File: src/rtl/lsu_pkg.sv
// =====================================================================
// lsu_pkg: shared size encodings, FSM states and helpers for the LSU.
// Revision 1.0
// =====================================================================
`default_nettype none

package lsu_pkg;

  localparam logic [1:0] SZ_B = 2'b00;
  localparam logic [1:0] SZ_H = 2'b01;
  localparam logic [1:0] SZ_W = 2'b10;
  localparam logic [1:0] SZ_D = 2'b11;

  typedef enum logic [1:0] {
    ST_IDLE = 2'd0,
    ST_BUSY = 2'd1,
    ST_RESP = 2'd2
  } state_t;

  // Number of byte-offset bits inside one data word.
  function automatic int off_width(input int xlen);
    return $clog2(xlen / 8);
  endfunction

endpackage

`default_nettype wire

File: src/rtl/lsu_align.sv
// =====================================================================
// lsu_align: alignment check, byte enables, store replication, load extend.
// Revision 1.0
// =====================================================================
`default_nettype none

module lsu_align
  import lsu_pkg::*;
#(
  parameter int XLEN  = 32,
  parameter int OFF_W = off_width(XLEN),
  parameter int BE_W  = XLEN / 8
) (
  input  logic [2:0]       req_low,
  input  logic [1:0]       req_size,
  input  logic [XLEN-1:0]  req_wdata,
  output logic             req_ok,
  output logic [BE_W-1:0]  req_be,
  output logic [XLEN-1:0]  req_wdata_rep,
  input  logic [OFF_W-1:0] ld_off,
  input  logic [1:0]       ld_size,
  input  logic             ld_unsigned,
  input  logic [XLEN-1:0]  rdata,
  output logic [XLEN-1:0]  ld_data
);

  logic [BE_W-1:0]  be_base;
  logic [XLEN-1:0]  ld_shift;
  logic [XLEN-1:0]  ld_mask;
  logic             ld_sign;

  always_comb begin
    req_ok        = 1'b0;
    be_base       = '0;
    req_wdata_rep = req_wdata;
    case (req_size)
      SZ_B: begin
        req_ok        = 1'b1;
        be_base       = BE_W'(8'h01);
        req_wdata_rep = {BE_W{req_wdata[7:0]}};
      end
      SZ_H: begin
        req_ok        = ~req_low[0];
        be_base       = BE_W'(8'h03);
        req_wdata_rep = {(XLEN/16){req_wdata[15:0]}};
      end
      SZ_W: begin
        req_ok        = (req_low[1:0] == 2'b00);
        be_base       = BE_W'(8'h0F);
        req_wdata_rep = {(XLEN/32){req_wdata[31:0]}};
      end
      default: begin
        // Double is only meaningful on a 64-bit data path.
        req_ok        = (XLEN == 64) && (req_low == 3'b000);
        be_base       = BE_W'(8'hFF);
        req_wdata_rep = req_wdata;
      end
    endcase
    req_be = be_base << req_low[OFF_W-1:0];
  end

  // Masking the field and filling the upper bits covers every size uniformly;
  // a full-width field leaves nothing to fill, so the unsigned flag drops out.
  always_comb begin
    ld_shift = rdata >> {ld_off, 3'b000};
    ld_mask  = '1;
    ld_sign  = 1'b0;
    case (ld_size)
      SZ_B: begin
        ld_mask = XLEN'(8'hFF);
        ld_sign = ld_shift[7];
      end
      SZ_H: begin
        ld_mask = XLEN'(16'hFFFF);
        ld_sign = ld_shift[15];
      end
      SZ_W: begin
        ld_mask = XLEN'(32'hFFFF_FFFF);
        ld_sign = ld_shift[31];
      end
      default: begin
        ld_mask = '1;
        ld_sign = 1'b0;
      end
    endcase
    ld_data = (ld_shift & ld_mask) | ((ld_sign && !ld_unsigned) ? ~ld_mask : '0);
  end

endmodule

`default_nettype wire

File: src/rtl/lsu.sv
// =====================================================================
// lsu: load/store unit between execute and a req/ack data-memory bus.
// Revision 1.0
// =====================================================================
`default_nettype none

module lsu
  import lsu_pkg::*;
#(
  parameter int XLEN    = 32,
  parameter int ADDR_W  = 32,
  parameter int TIMEOUT = 255
) (
  input  logic                clk,
  input  logic                rst,
  input  logic                req_valid_i,
  output logic                req_ready_o,
  input  logic                req_we_i,
  input  logic [1:0]          req_size_i,
  input  logic                req_unsigned_i,
  input  logic [ADDR_W-1:0]   req_addr_i,
  input  logic [XLEN-1:0]     req_wdata_i,
  input  logic [4:0]          req_rd_i,
  output logic                stall_o,
  output logic                resp_valid_o,
  output logic                resp_err_o,
  output logic                wb_wen_o,
  output logic [4:0]          wb_rd_o,
  output logic [XLEN-1:0]     wb_data_o,
  output logic                mem_req_o,
  output logic                mem_we_o,
  output logic [ADDR_W-1:0]   mem_addr_o,
  output logic [XLEN/8-1:0]   mem_be_o,
  output logic [XLEN-1:0]     mem_wdata_o,
  input  logic                mem_ack_i,
  input  logic [XLEN-1:0]     mem_rdata_i
);

  localparam int OFF_W = off_width(XLEN);
  localparam int BE_W  = XLEN / 8;
  localparam int CNT_W = $clog2(TIMEOUT + 1);
  localparam logic [CNT_W-1:0] CNT_LAST = CNT_W'(TIMEOUT - 1);

  state_t             state;
  logic [CNT_W-1:0]   cnt;
  logic               we_q;
  logic               uns_q;
  logic [1:0]         size_q;
  logic [OFF_W-1:0]   off_q;
  logic [4:0]         rd_q;

  logic               req_ok;
  logic [BE_W-1:0]    req_be;
  logic [XLEN-1:0]    req_wdata_rep;
  logic [XLEN-1:0]    ld_data;

  lsu_align #(
    .XLEN (XLEN)
  ) u_align (
    .req_low       (req_addr_i[2:0]),
    .req_size      (req_size_i),
    .req_wdata     (req_wdata_i),
    .req_ok        (req_ok),
    .req_be        (req_be),
    .req_wdata_rep (req_wdata_rep),
    .ld_off        (off_q),
    .ld_size       (size_q),
    .ld_unsigned   (uns_q),
    .rdata         (mem_rdata_i),
    .ld_data       (ld_data)
  );

  // Gated by rst so every output reads 0 while reset is asserted.
  assign req_ready_o = rst && (state == ST_IDLE);
  assign stall_o     = rst && (((state == ST_IDLE) && req_valid_i) || (state == ST_BUSY));

  always_ff @(posedge clk or negedge rst) begin
    if (!rst) begin
      state        <= ST_IDLE;
      cnt          <= '0;
      we_q         <= 1'b0;
      uns_q        <= 1'b0;
      size_q       <= '0;
      off_q        <= '0;
      rd_q         <= '0;
      resp_valid_o <= 1'b0;
      resp_err_o   <= 1'b0;
      wb_wen_o     <= 1'b0;
      wb_rd_o      <= '0;
      wb_data_o    <= '0;
      mem_req_o    <= 1'b0;
      mem_we_o     <= 1'b0;
      mem_addr_o   <= '0;
      mem_be_o     <= '0;
      mem_wdata_o  <= '0;
    end else begin
      resp_valid_o <= 1'b0;
      resp_err_o   <= 1'b0;
      wb_wen_o     <= 1'b0;
      case (state)
        ST_IDLE: begin
          if (req_valid_i) begin
            we_q   <= req_we_i;
            uns_q  <= req_unsigned_i;
            size_q <= req_size_i;
            off_q  <= req_addr_i[OFF_W-1:0];
            rd_q   <= req_rd_i;
            if (req_ok) begin
              state       <= ST_BUSY;
              cnt         <= '0;
              mem_req_o   <= 1'b1;
              mem_we_o    <= req_we_i;
              mem_addr_o  <= {req_addr_i[ADDR_W-1:OFF_W], {OFF_W{1'b0}}};
              mem_be_o    <= req_be;
              mem_wdata_o <= req_wdata_rep;
            end else begin
              state        <= ST_RESP;
              resp_valid_o <= 1'b1;
              resp_err_o   <= 1'b1;
              wb_rd_o      <= req_rd_i;
              wb_data_o    <= '0;
            end
          end
        end
        ST_BUSY: begin
          // Ack is tested first so it wins over a coincident timeout.
          if (mem_ack_i) begin
            state        <= ST_RESP;
            resp_valid_o <= 1'b1;
            wb_wen_o     <= !we_q;
            wb_rd_o      <= rd_q;
            wb_data_o    <= we_q ? '0 : ld_data;
            mem_req_o    <= 1'b0;
            mem_we_o     <= 1'b0;
            mem_be_o     <= '0;
          end else if (cnt == CNT_LAST) begin
            state        <= ST_RESP;
            resp_valid_o <= 1'b1;
            resp_err_o   <= 1'b1;
            wb_rd_o      <= rd_q;
            wb_data_o    <= '0;
            mem_req_o    <= 1'b0;
            mem_we_o     <= 1'b0;
            mem_be_o     <= '0;
          end else begin
            cnt <= cnt + 1'b1;
          end
        end
        ST_RESP: begin
          state <= ST_IDLE;
        end
        default: begin
          state <= ST_IDLE;
        end
      endcase
    end
  end

endmodule

`default_nettype wire

File: config.mk
export PLATFORM = sky130hd
export DESIGN_NAME = lsu
export DESIGN_NICKNAME = d
export VERILOG_FILES = /design/src/rtl/lsu_pkg.sv /design/src/rtl/lsu_align.sv /design/src/rtl/lsu.sv
export SDC_FILE = /design/constraint.sdc
export NUM_CORES = 1
export LEC_CHECK = 0
export CAP_MARGIN = 10
export CORE_MARGIN = 2
export CORE_UTILIZATION = 48
export DETAILED_ROUTE_END_ITERATION = 7
export PLACE_DENSITY_LB_ADDON = 0.2
export SYNTH_ARGS = -nofsm -noshare
export SYNTH_HDL_FRONTEND = slang
export SYNTH_SLANG_ARGS = --single-unit
export TNS_END_PERCENT = 50
File: constraint.sdc
create_clock -name clk -period 5.4 [get_ports clk]
set_input_delay 0.54 -clock clk [delete_from_list [all_inputs] [get_ports clk]]
set_output_delay 0.54 -clock clk [all_outputs]
set_load 0.005 [all_outputs]
==> results of run 1 <==
-- cell type report --
type                    instances  area, µm²
clock inverters                 7      60.06
fillers                       906       3293
clock buffers                  24      471.7
repair buffers                226       2243
flip-flops and latches        129       3228
inverters                       5      18.77
multi-input cells             414       2536
well taps                     168      210.2
-- layout by cell type (no fill, tap or decap), types with 5 or more instances in the layout --
cell type        count
a21oi_1             22
a22o_1              28
buf_4                8
clkbuf_1             5
clkbuf_16           17
clkdlybuf4s50_1    217
clkinv_2             6
dfrtp_1            129
inv_1                5
mux2_2              31
mux2i_1             40
nand2_1            162
nand3_1              5
nor2_1              24
o21ai_0             50
o2bb2ai_1            7
-- report_power, final --
group	leakage, nW	switching, W	internal, W
clock network	0.267	0.000381	0.000649
logic	2.08	0.000506	0.000774
registers	1.65	0.000221	0.00126
total	4.00	0.00111	0.00268
-- worst min path at each step --
stage / endpoint / cells after the start
2_1_floorplan: cnt[0]$_DFFE_PN0P_ / 0
4_1_cts: mem_wdata_o[20]$_DFFE_PN0P_ / 1
6_report: mem_wdata_o[20]$_DFFE_PN0P_ / 1
5_1_grt: mem_wdata_o[20]$_DFFE_PN0P_ / 1
3_5_place_dp: mem_addr_o[18]$_DFFE_PN0P_ / 2
3_3_place_gp: mem_addr_o[16]$_DFFE_PN0P_ / 2
-- logic make-up (layout without fill, tap and decap cells) --
group | count (synthesis) | in the layout | share of synthesized area
and+or+nand+nor | 212 | 212 | 0.1484
DFF | 129 | 129 | 0.5429
AOI/OAI and AO/OA | 122 | 122 | 0.1343
muxes | 72 | 72 | 0.1298
buffers and inverters | 44 | 262 | 0.03388
xor gates and xnor gates | 4 | 4 | 0.005892
adders and majority gates | 2 | 2 | 0.004208
other | 1 | 2 | 0.0006307
-- registers in the layout, indices dropped and copies added (netlist names), 4 cells and up --
| register | count |
|---|---|
| wb_data_o | 32 |
| rd_q | 5 |
| mem_be_o | 4 |
| wb_rd_o | 5 |
| cnt | 8 |
| mem_addr_o | 30 |
| mem_wdata_o | 32 |
-- per-stage QoR --
step | cells | hold WS (ps) | setup WS (ps)
detailed placement | 942 | 464.7 | 1975
global route | 973 | 95.47 | 2242
CTS | 973 | 89.48 | 2390
finish | 973 | 76.41 | 2364
global placement | 942 | 456.1 | 2114
floorplan | 587 | 244.4 | 3541
-- routing by layer --
metal  vias up  track usage  wire (µm)  share of wire
li1       2432            -          -              -
met1      2489       0.3202       6657           0.41
met2       174       0.4004       8024           0.50
met3        18      0.08645       1228          0.076
met4         0      0.09478        282          0.017
met5         -            0          0              0
==> impl_metrics.py, run 1 <==
metrics = {
    "clock_network": {
        "clockBufferDepth": 2,
        "cts_setup_buffers": 0,
        "hold_buffers": 0,
        "htree_levels": 4,
        "clkSinkCount": 129,
        "cts.clk_slew.worst_paths_ps": 50,
        "cts_resized": 0,
        "cts_inserted_buffers": 17,
        "clockRootBuffer": "clkbuf_16",
        "clk_latency_ps": 410,
        "cts_tree": "yes",
    },
    "critical_path": {
        "critPathCaptureType": "flop",
        "crit_cells": 6,
        "reg2reg_depth": 4,
        "reg2reg_slack_ps": 2660,
        "cp_max_fo": 26,
        "start_kind": "primary input",
        "reg2reg_to": "wb_data_o[20]$_DFFE_PN0P_",
        "startpoint": "req_size_i[0]",
        "path_buf_inv": 2,
        "timing.rr.start": "state[0]$_DFFE_PN0P_",
        "criticalPathCategory": "primary input to flop",
        "crit_slowest_cell": "clkdlybuf4s50_1",
        "crit_path_end": "wb_data_o[20]$_DFFE_PN0P_",
        "worstPathRequired_ps": 5730,
        "cp_data_arrival_time_ps": 3370,
        "worstPathCellList": "clkdlybuf4s50_1, nor3_1, nor2_1, a22oi_2, buf_4, a22o_1",
        "crit_family": "buffers and inverters",
        "max_stage_delay_ps": 820,
    },
    "sta": {
        "finalSetupTns_ps": 0,
        "slew_viol_final": 0,
        "fin_worst_skew_ps": 7.399,
        "relSlewSlack": 0.2492,
        "rsz0062_at_grt": "no",
        "hold_viol": 0,
        "worst_pin_slew_ps": 1126,
        "period_minus_slack_ps": 3036,
        "min_period_over_period": 0.5622,
        "setup_violations": 0,
        "fmax_mhz": 329.4,
    },
    "layout": {
        "fin_area_um2": 8768,
        "fin_util": 0.7270,
        "insertedDiodeCount": 0,
        "nets": 904,
        "drive_above_1_share": 0.09068,
        "area_delta_synth_final_pct": 47.47,
    },
    "detailed_routing": {
        "postRouteAntennaNets": 0,
        "drc": 0,
        "dr.pass1.iters": 4,
        "wirelength_um": 16190,
        "avgRoutedWirePerCell_um": 16.64,
        "num_vias": 5113,
        "viasPerCell": 5.255,
        "drtIter0Drc": 285,
    },
    "global_route": {
        "overflow": 0,
        "grt_max_degree": 78,
        "grt_pass1_wl_um": 26010,
        "grt_use_total": 0.2518,
        "grt_pass1_vias": 5069,
        "antenna_found_initial": 0,
    },
    "synthesis": {
        "synthArstFlopShare": 1.000,
        "yosysMostFrequentCell": "nand2_1",
        "synth_top_area_frac": 0.5429,
        "synth_area_um2": 5946,
        "seq_area_frac_synth": 0.5429,
        "netlist_instances": 586,
        "synth_edf_count": 0,
        "synth_area_leader_cell": "dfrtp_1",
        "synth_ff_type": "dfrtp_1",
        "synthTopCellsByCount": "nand2_1, dfrtp_1, o21ai_0, mux2i_1, mux2_2",
        "synth_area_leaders": "dfrtp_1, nand2_1, mux2i_1, mux2_2, o21ai_0",
        "syn_area_per_cell_um2": 10.15,
        "ys_warn_count": 0,
        "ys_seq_elements": 129,
        "synth_cell_types": 43,
    },
    "floorplan": {
        "start_util": 0.4929,
        "ios": 221,
        "dieWidth_um": 115.3,
        "die-area_um2": 13290,
        "num_rows": 40,
        "die_y_um": 115.3,
        "core_region_area_um2": 12060,
    },
    "power": {
        "irDropWorstVdd_mv": 0.2666,
        "total_power_w": 0.003792,
        "power.density_nw_per_um2": 432.5,
        "cellLeakagePower_nw": 4.000,
    },
    "job": {
        "max_cap_violations": 0,
    },
    "placed_design": {
        "gp_congestion": 0.8353,
        "numPortBuffers": 218,
        "hpwl_um": 11660,
        "placedInstanceArea_um2": 8237,
    },
    "run_status": {
        "status": "completed",
    },
    "min_path": {
        "hp-class": "primary input to async pin",
    },
}
Note: power is estimated with default switching activity, not from simulation.
==> run 2: changes to the inputs <==
--- a/config.mk
+++ b/config.mk
@@ -7,7 +7,7 @@
 export LEC_CHECK = 0
 export CAP_MARGIN = 10
 export CORE_MARGIN = 2
-export CORE_UTILIZATION = 48
+export CORE_UTILIZATION = 45
 export DETAILED_ROUTE_END_ITERATION = 7
 export PLACE_DENSITY_LB_ADDON = 0.2
 export SYNTH_ARGS = -nofsm -noshare
==> constraint.sdc (replaced) <==
create_clock -name clk -period 3.15 [get_ports clk]
set_input_delay 0.315 -clock clk [delete_from_list [all_inputs] [get_ports clk]]
set_output_delay 0.315 -clock clk [all_outputs]
set_load 0.005 [all_outputs]
==> impl_metrics.py, run 2 (synthesized netlist as in run 1, its figures left out) <==
metrics = {
    "run_status": {
        "status": "completed",
    },
    "critical_path": {
        "reg2reg_to": "wb_data_o[20]$_DFFE_PN0P_",
        "reg2reg_depth": 4,
        "reg2reg_slack_ps": 810,
        "start_kind": "primary input",
        "worstPathRequired_ps": 2830,
        "criticalPathCategory": "primary input to output pin",
        "cp_max_fo": 55,
        "cp_data_arrival_time_ps": 2040,
        "timing.rr.start": "size_q[1]$_DFFE_PN0P_",
        "critPathCaptureType": "output pin",
    },
    "clock_network": {
        "clockRootBuffer": "clkbuf_16",
        "cts_tree": "yes",
        "clkSinkCount": 129,
        "clk_latency_ps": 420,
        "cts_inserted_buffers": 17,
        "cts.clk_slew.worst_paths_ps": 50,
        "cts_setup_buffers": 0,
        "htree_levels": 4,
        "clockBufferDepth": 2,
    },
    "min_path": {
        "hp-class": "primary input to async pin",
    },
    "power": {
        "irDropWorstVdd_mv": 0.5060,
        "power.density_nw_per_um2": 761.9,
        "switching_power_w": 0.001933,
        "seqPwrFrac": 0.371,
        "clkPwrFrac": 0.297,
        "power_frac_comb": 0.332,
        "swShare": 0.2855,
        "cellLeakagePower_nw": 4.049,
        "internal_power_w": 0.004837,
    },
    "global_route": {
        "grt_pass1_wl_um": 27240,
        "grt_use_total": 0.2449,
        "grt_pass1_vias": 5334,
        "grt_max_degree": 77,
        "antenna_found_initial": 0,
        "overflow": 0,
    },
    "layout": {
        "area_delta_synth_final_pct": 49.43,
        "reg.largest.list": "mem_wdata_o (32), wb_data_o (32), mem_addr_o (30)",
        "layout_common_cells": "clkdlybuf4s50_1, nand2_1, dfrtp_1, o21ai_0, mux2i_1",
        "final_common_cell": "clkdlybuf4s50_1",
        "fin_area_um2": 8885,
        "final_cells": 979,
        "drive_above_1_share": 0.09418,
        "nets": 907,
        "insertedDiodeCount": 0,
    },
    "floorplan": {
        "num_rows": 41,
        "die-area_um2": 14150,
        "ios": 221,
        "start_util": 0.4655,
        "dieWidth_um": 118.9,
        "die_y_um": 118.9,
        "core_region_area_um2": 12770,
    },
    "sta": {
        "whs_ps": 426.4,
        "setup_violations": 0,
        "relSlewSlack": 0.3476,
        "fin_worst_skew_ps": 8.869,
        "period_minus_slack_ps": 2356,
        "min_period_over_period": 0.7480,
        "worst_pin_slew_ps": 975.0,
        "slew_viol_final": 0,
        "hold_viol": 0,
        "rsz0062_at_grt": "no",
        "fmax_mhz": 424.4,
        "finalSetupTns_ps": 0,
    },
    "detailed_routing": {
        "drc": 0,
        "avgRoutedWirePerCell_um": 17.24,
        "num_vias": 5163,
        "postRouteAntennaNets": 0,
        "dr.pass1.iters": 4,
        "drtIter0Drc": 290,
        "wirelength_um": 16870,
        "viasPerCell": 5.274,
    },
    "placed_design": {
        "numPortBuffers": 218,
        "dpl.cell_count": 948,
        "placedInstanceArea_um2": 8269,
        "hpwl_um": 12230,
        "gp_congestion": 0.8816,
    },
    "job": {
        "max_cap_violations": 0,
    },
}
run 2: layout make-up:
| type | instances | area (µm²) |
|---|---|---|
| clock buffer | 25 | 505.5 |
| clock inverter | 5 | 100.1 |
| fill | 989 | 3889 |
| inverter | 5 | 18.77 |
| multi-input combinational | 414 | 2536 |
| sequential | 129 | 3228 |
| tap | 172 | 215.2 |
| timing repair buffer | 229 | 2281 |
run 2: power groups by stage:
stage	registers [W]	clock network [W]	logic, W
finish	0.00251	0.00201	0.00225
global route	0.00258	0.00213	0.00245
CTS	0.00252	0.00204	0.00227
detailed placement	0.00254	0	0.00226
global placement	0.00250	0	0.00220
floorplan	0.00249	0	0.000916
run 2: worst max-delay path, cell delays in order:
cell	delay (ps)
dlygate4sd3_1	550
buf_6	420
nand2b_1	140
nor2_1	120
clkdlybuf4s50_1	500
run 2: what timing repair did:
item | CTS | global route
gates resized for setup | 0 | 0
hold buffers | 1 | 0
endpoints found under the hold margin | 53 | 0
run 2: layer usage:
metal | vias to the layer above | share of wire | track usage
li1 | 2435 | - | -
met1 | 2514 | 0.40 | 0.2903
met2 | 179 | 0.50 | 0.4037
met3 | 35 | 0.069 | 0.08621
met4 | 0 | 0.026 | 0.1042
met5 | - | 0 | 0
run 2: worst max-delay path by stage:
stage                            start                         end  cells after the start
floorplan           cnt[0]$_DFFE_PN0P_      wb_rd_o[0]$_DFFE_PN0P_                      7
global placement         req_addr_i[0]  mem_wdata_o[8]$_DFFE_PN0P_                      5
detailed placement       req_size_i[0]  mem_wdata_o[8]$_DFFE_PN0P_                      5
CTS                                rst                     stall_o                      5
global route                       rst                 req_ready_o                      5
finish                             rst                     stall_o                      5
run 2: per-stage QoR:
step	total power, W	setup WS, ps	util
final	0.006770	793.8	0.6956
after global routing	0.007152	615.1	0.6956
after CTS	0.006833	737.5	0.6956
after detailed placement	0.004792	442.0	0.6474
after global placement	0.004705	559.7	0.6474
after floorplan	0.003405	1369	-
==> run 3: changes to the inputs <==
==> constraint.sdc (replaced) <==
create_clock -name clk -period 2.4 [get_ports clk]
set_input_delay 0.24 -clock clk [delete_from_list [all_inputs] [get_ports clk]]
set_output_delay 0.24 -clock clk [all_outputs]
set_load 0.005 [all_outputs]
==> impl_metrics.py, run 3 (synthesized netlist as in run 1, its figures left out) <==
metrics = {
    "floorplan": {
        "dieWidth_um": 118.9,
        "die_y_um": 118.9,
        "num_rows": 41,
        "ios": 221,
        "die-area_um2": 14150,
        "core_region_area_um2": 12770,
        "start_util": 0.4655,
    },
    "power": {
        "power_frac_comb": 0.330,
        "switching_power_w": 0.002585,
        "cellLeakagePower_nw": 4.111,
        "clkPwrFrac": 0.309,
        "seqPwrFrac": 0.362,
        "power.density_nw_per_um2": 1009,
        "internal_power_w": 0.006476,
        "irDropWorstVdd_mv": 0.7218,
        "swShare": 0.2853,
    },
    "critical_path": {
        "critPathCaptureType": "flop",
        "start_kind": "flop",
        "max_stage_delay_ps": 640,
        "cp_max_fo": 10,
        "worstPathCellList": "nor2b_1, nand3b_2, a21oi_1, a22o_1",
        "cp_data_arrival_time_ps": 2370,
        "criticalPathCategory": "flop to flop",
        "worstPathRequired_ps": 2750,
        "crit_slowest_cell": "a21oi_1",
    },
    "global_route": {
        "antenna_found_initial": 1,
        "grt_max_degree": 130,
        "grt_use_total": 0.2447,
        "overflow": 0,
        "grt_pass1_wl_um": 27180,
        "grt_pass1_vias": 5170,
    },
    "job": {
        "max_cap_violations": 0,
    },
    "placed_design": {
        "hpwl_um": 11950,
        "numPortBuffers": 218,
        "dp_slack_ps": 157.1,
        "gp_congestion": 0.8635,
    },
    "sta": {
        "whs_ps": 337.7,
        "fin_ws_ps": 380.8,
        "setup_violations": 0,
        "rsz0062_at_grt": "no",
        "period_minus_slack_ps": 2019,
        "finalSetupTns_ps": 0,
        "worst_pin_slew_ps": 964.0,
        "fmax_mhz": 495.3,
        "min_period_over_period": 0.8413,
        "hold_viol": 0,
        "fin_worst_skew_ps": 7.076,
        "relSlewSlack": 0.3549,
        "slew_viol_final": 0,
    },
    "clock_network": {
        "cts.clk_slew.worst_paths_ps": 60,
        "clockRootBuffer": "clkbuf_16",
        "cts_tree": "yes",
        "clk_latency_ps": 420,
        "cts_inserted_buffers": 17,
        "cts_setup_buffers": 0,
        "clkSinkCount": 129,
        "htree_levels": 4,
        "clockBufferDepth": 2,
    },
    "layout": {
        "insertedDiodeCount": 0,
        "fin_util": 0.7030,
        "reg.largest.list": "mem_wdata_o (32), wb_data_o (32), mem_addr_o (30)",
        "drive_above_1_share": 0.1078,
        "layout_common_cells": "clkdlybuf4s50_1, nand2_1, dfrtp_1, o21ai_0, mux2i_1",
        "final_common_cell": "clkdlybuf4s50_1",
        "area_delta_synth_final_pct": 51.03,
        "nets": 914,
        "fill_cells": 926,
    },
    "detailed_routing": {
        "postRouteAntennaNets": 0,
        "avgRoutedWirePerCell_um": 16.94,
        "dr.pass1.iters": 5,
        "drc": 0,
        "viasPerCell": 5.184,
        "drtIter0Drc": 318,
        "wirelength_um": 16730,
        "num_vias": 5122,
    },
    "min_path": {
        "hp-class": "primary input to flop",
    },
    "run_status": {
        "status": "completed",
    },
}
run 3: cell types whose count changed in the layout (fill, tap and decap cells not counted):
cell	change
clkinv_2	+3
buf_4	+7
clkbuf_1	-3
clkinv_4	+1
bufinv_16	+1
run 3: path summary, 6_finish.rpt:
kind / start / endpoint / slack [ps] / depth (start not counted)
max: state[1]$_DFFE_PN0P_ / wb_data_o[12]$_DFFE_PN0P_ / 380 / 4
min: req_addr_i[17] / mem_addr_o[17]$_DFFE_PN0P_ / 340 / 3
max reg2reg: state[1]$_DFFE_PN0P_ / wb_data_o[12]$_DFFE_PN0P_ / 380 / 4
min reg2reg: mem_addr_o[6]$_DFFE_PN0P_ / mem_addr_o[6]$_DFFE_PN0P_ / 470 / 2
max in group asynchronous: rst / mem_addr_o[7]$_DFFE_PN0P_ / 1400 / 3
min in group asynchronous: rst / mem_wdata_o[27]$_DFFE_PN0P_ / 480 / 3
run 3: timing repair:
item / in CTS / in global routing
hold endpoints to repair: 129 / 0
resized for setup: 0 / 0
hold buffers: 1 / 0
run 3: routing by layer:
layer,routed length [µm],global-route usage
met4,341,0.08036
met5,13,0
met3,1177,0.09052
met2,8236,0.3948
met1,6964,0.3050
run 3: critical path: cells and delay by family (launching register included):
family,cells,cell delay (ps)
flip-flops,1,450
AND/OR/NAND/NOR,2,620
AO/OA/AOI/OAI,2,880
run 3: power groups by stage:
stage	Clock (W)	Sequential [W]	Combinational, W
finish	0.00280	0.00328	0.00299
global route	0.00295	0.00337	0.00325
CTS	0.00282	0.00328	0.00302
detailed placement	0	0.00330	0.00299
global placement	0	0.00327	0.00293
floorplan	0	0.00327	0.00120
run 3: area by class of cell:
type	count	area, µm²	share of cell area
well taps	172	215.2	0.02397
clock buffers	22	494.2	0.05504
inverters	5	18.77	0.002090
repair buffers	236	2333	0.2599
clock inverters	10	153.9	0.01714
flip-flops and latches	129	3228	0.3595
multi-input cells	414	2536	0.2824
run 3: per-stage QoR:
stage	total power, W	instance area, µm²	cells
finish	0.009061	8980	988
global route	0.009566	8980	988
CTS	0.009127	8980	988
detailed placement	0.006291	8322	955
global placement	0.006199	8322	955
floorplan	0.004469	5949	587
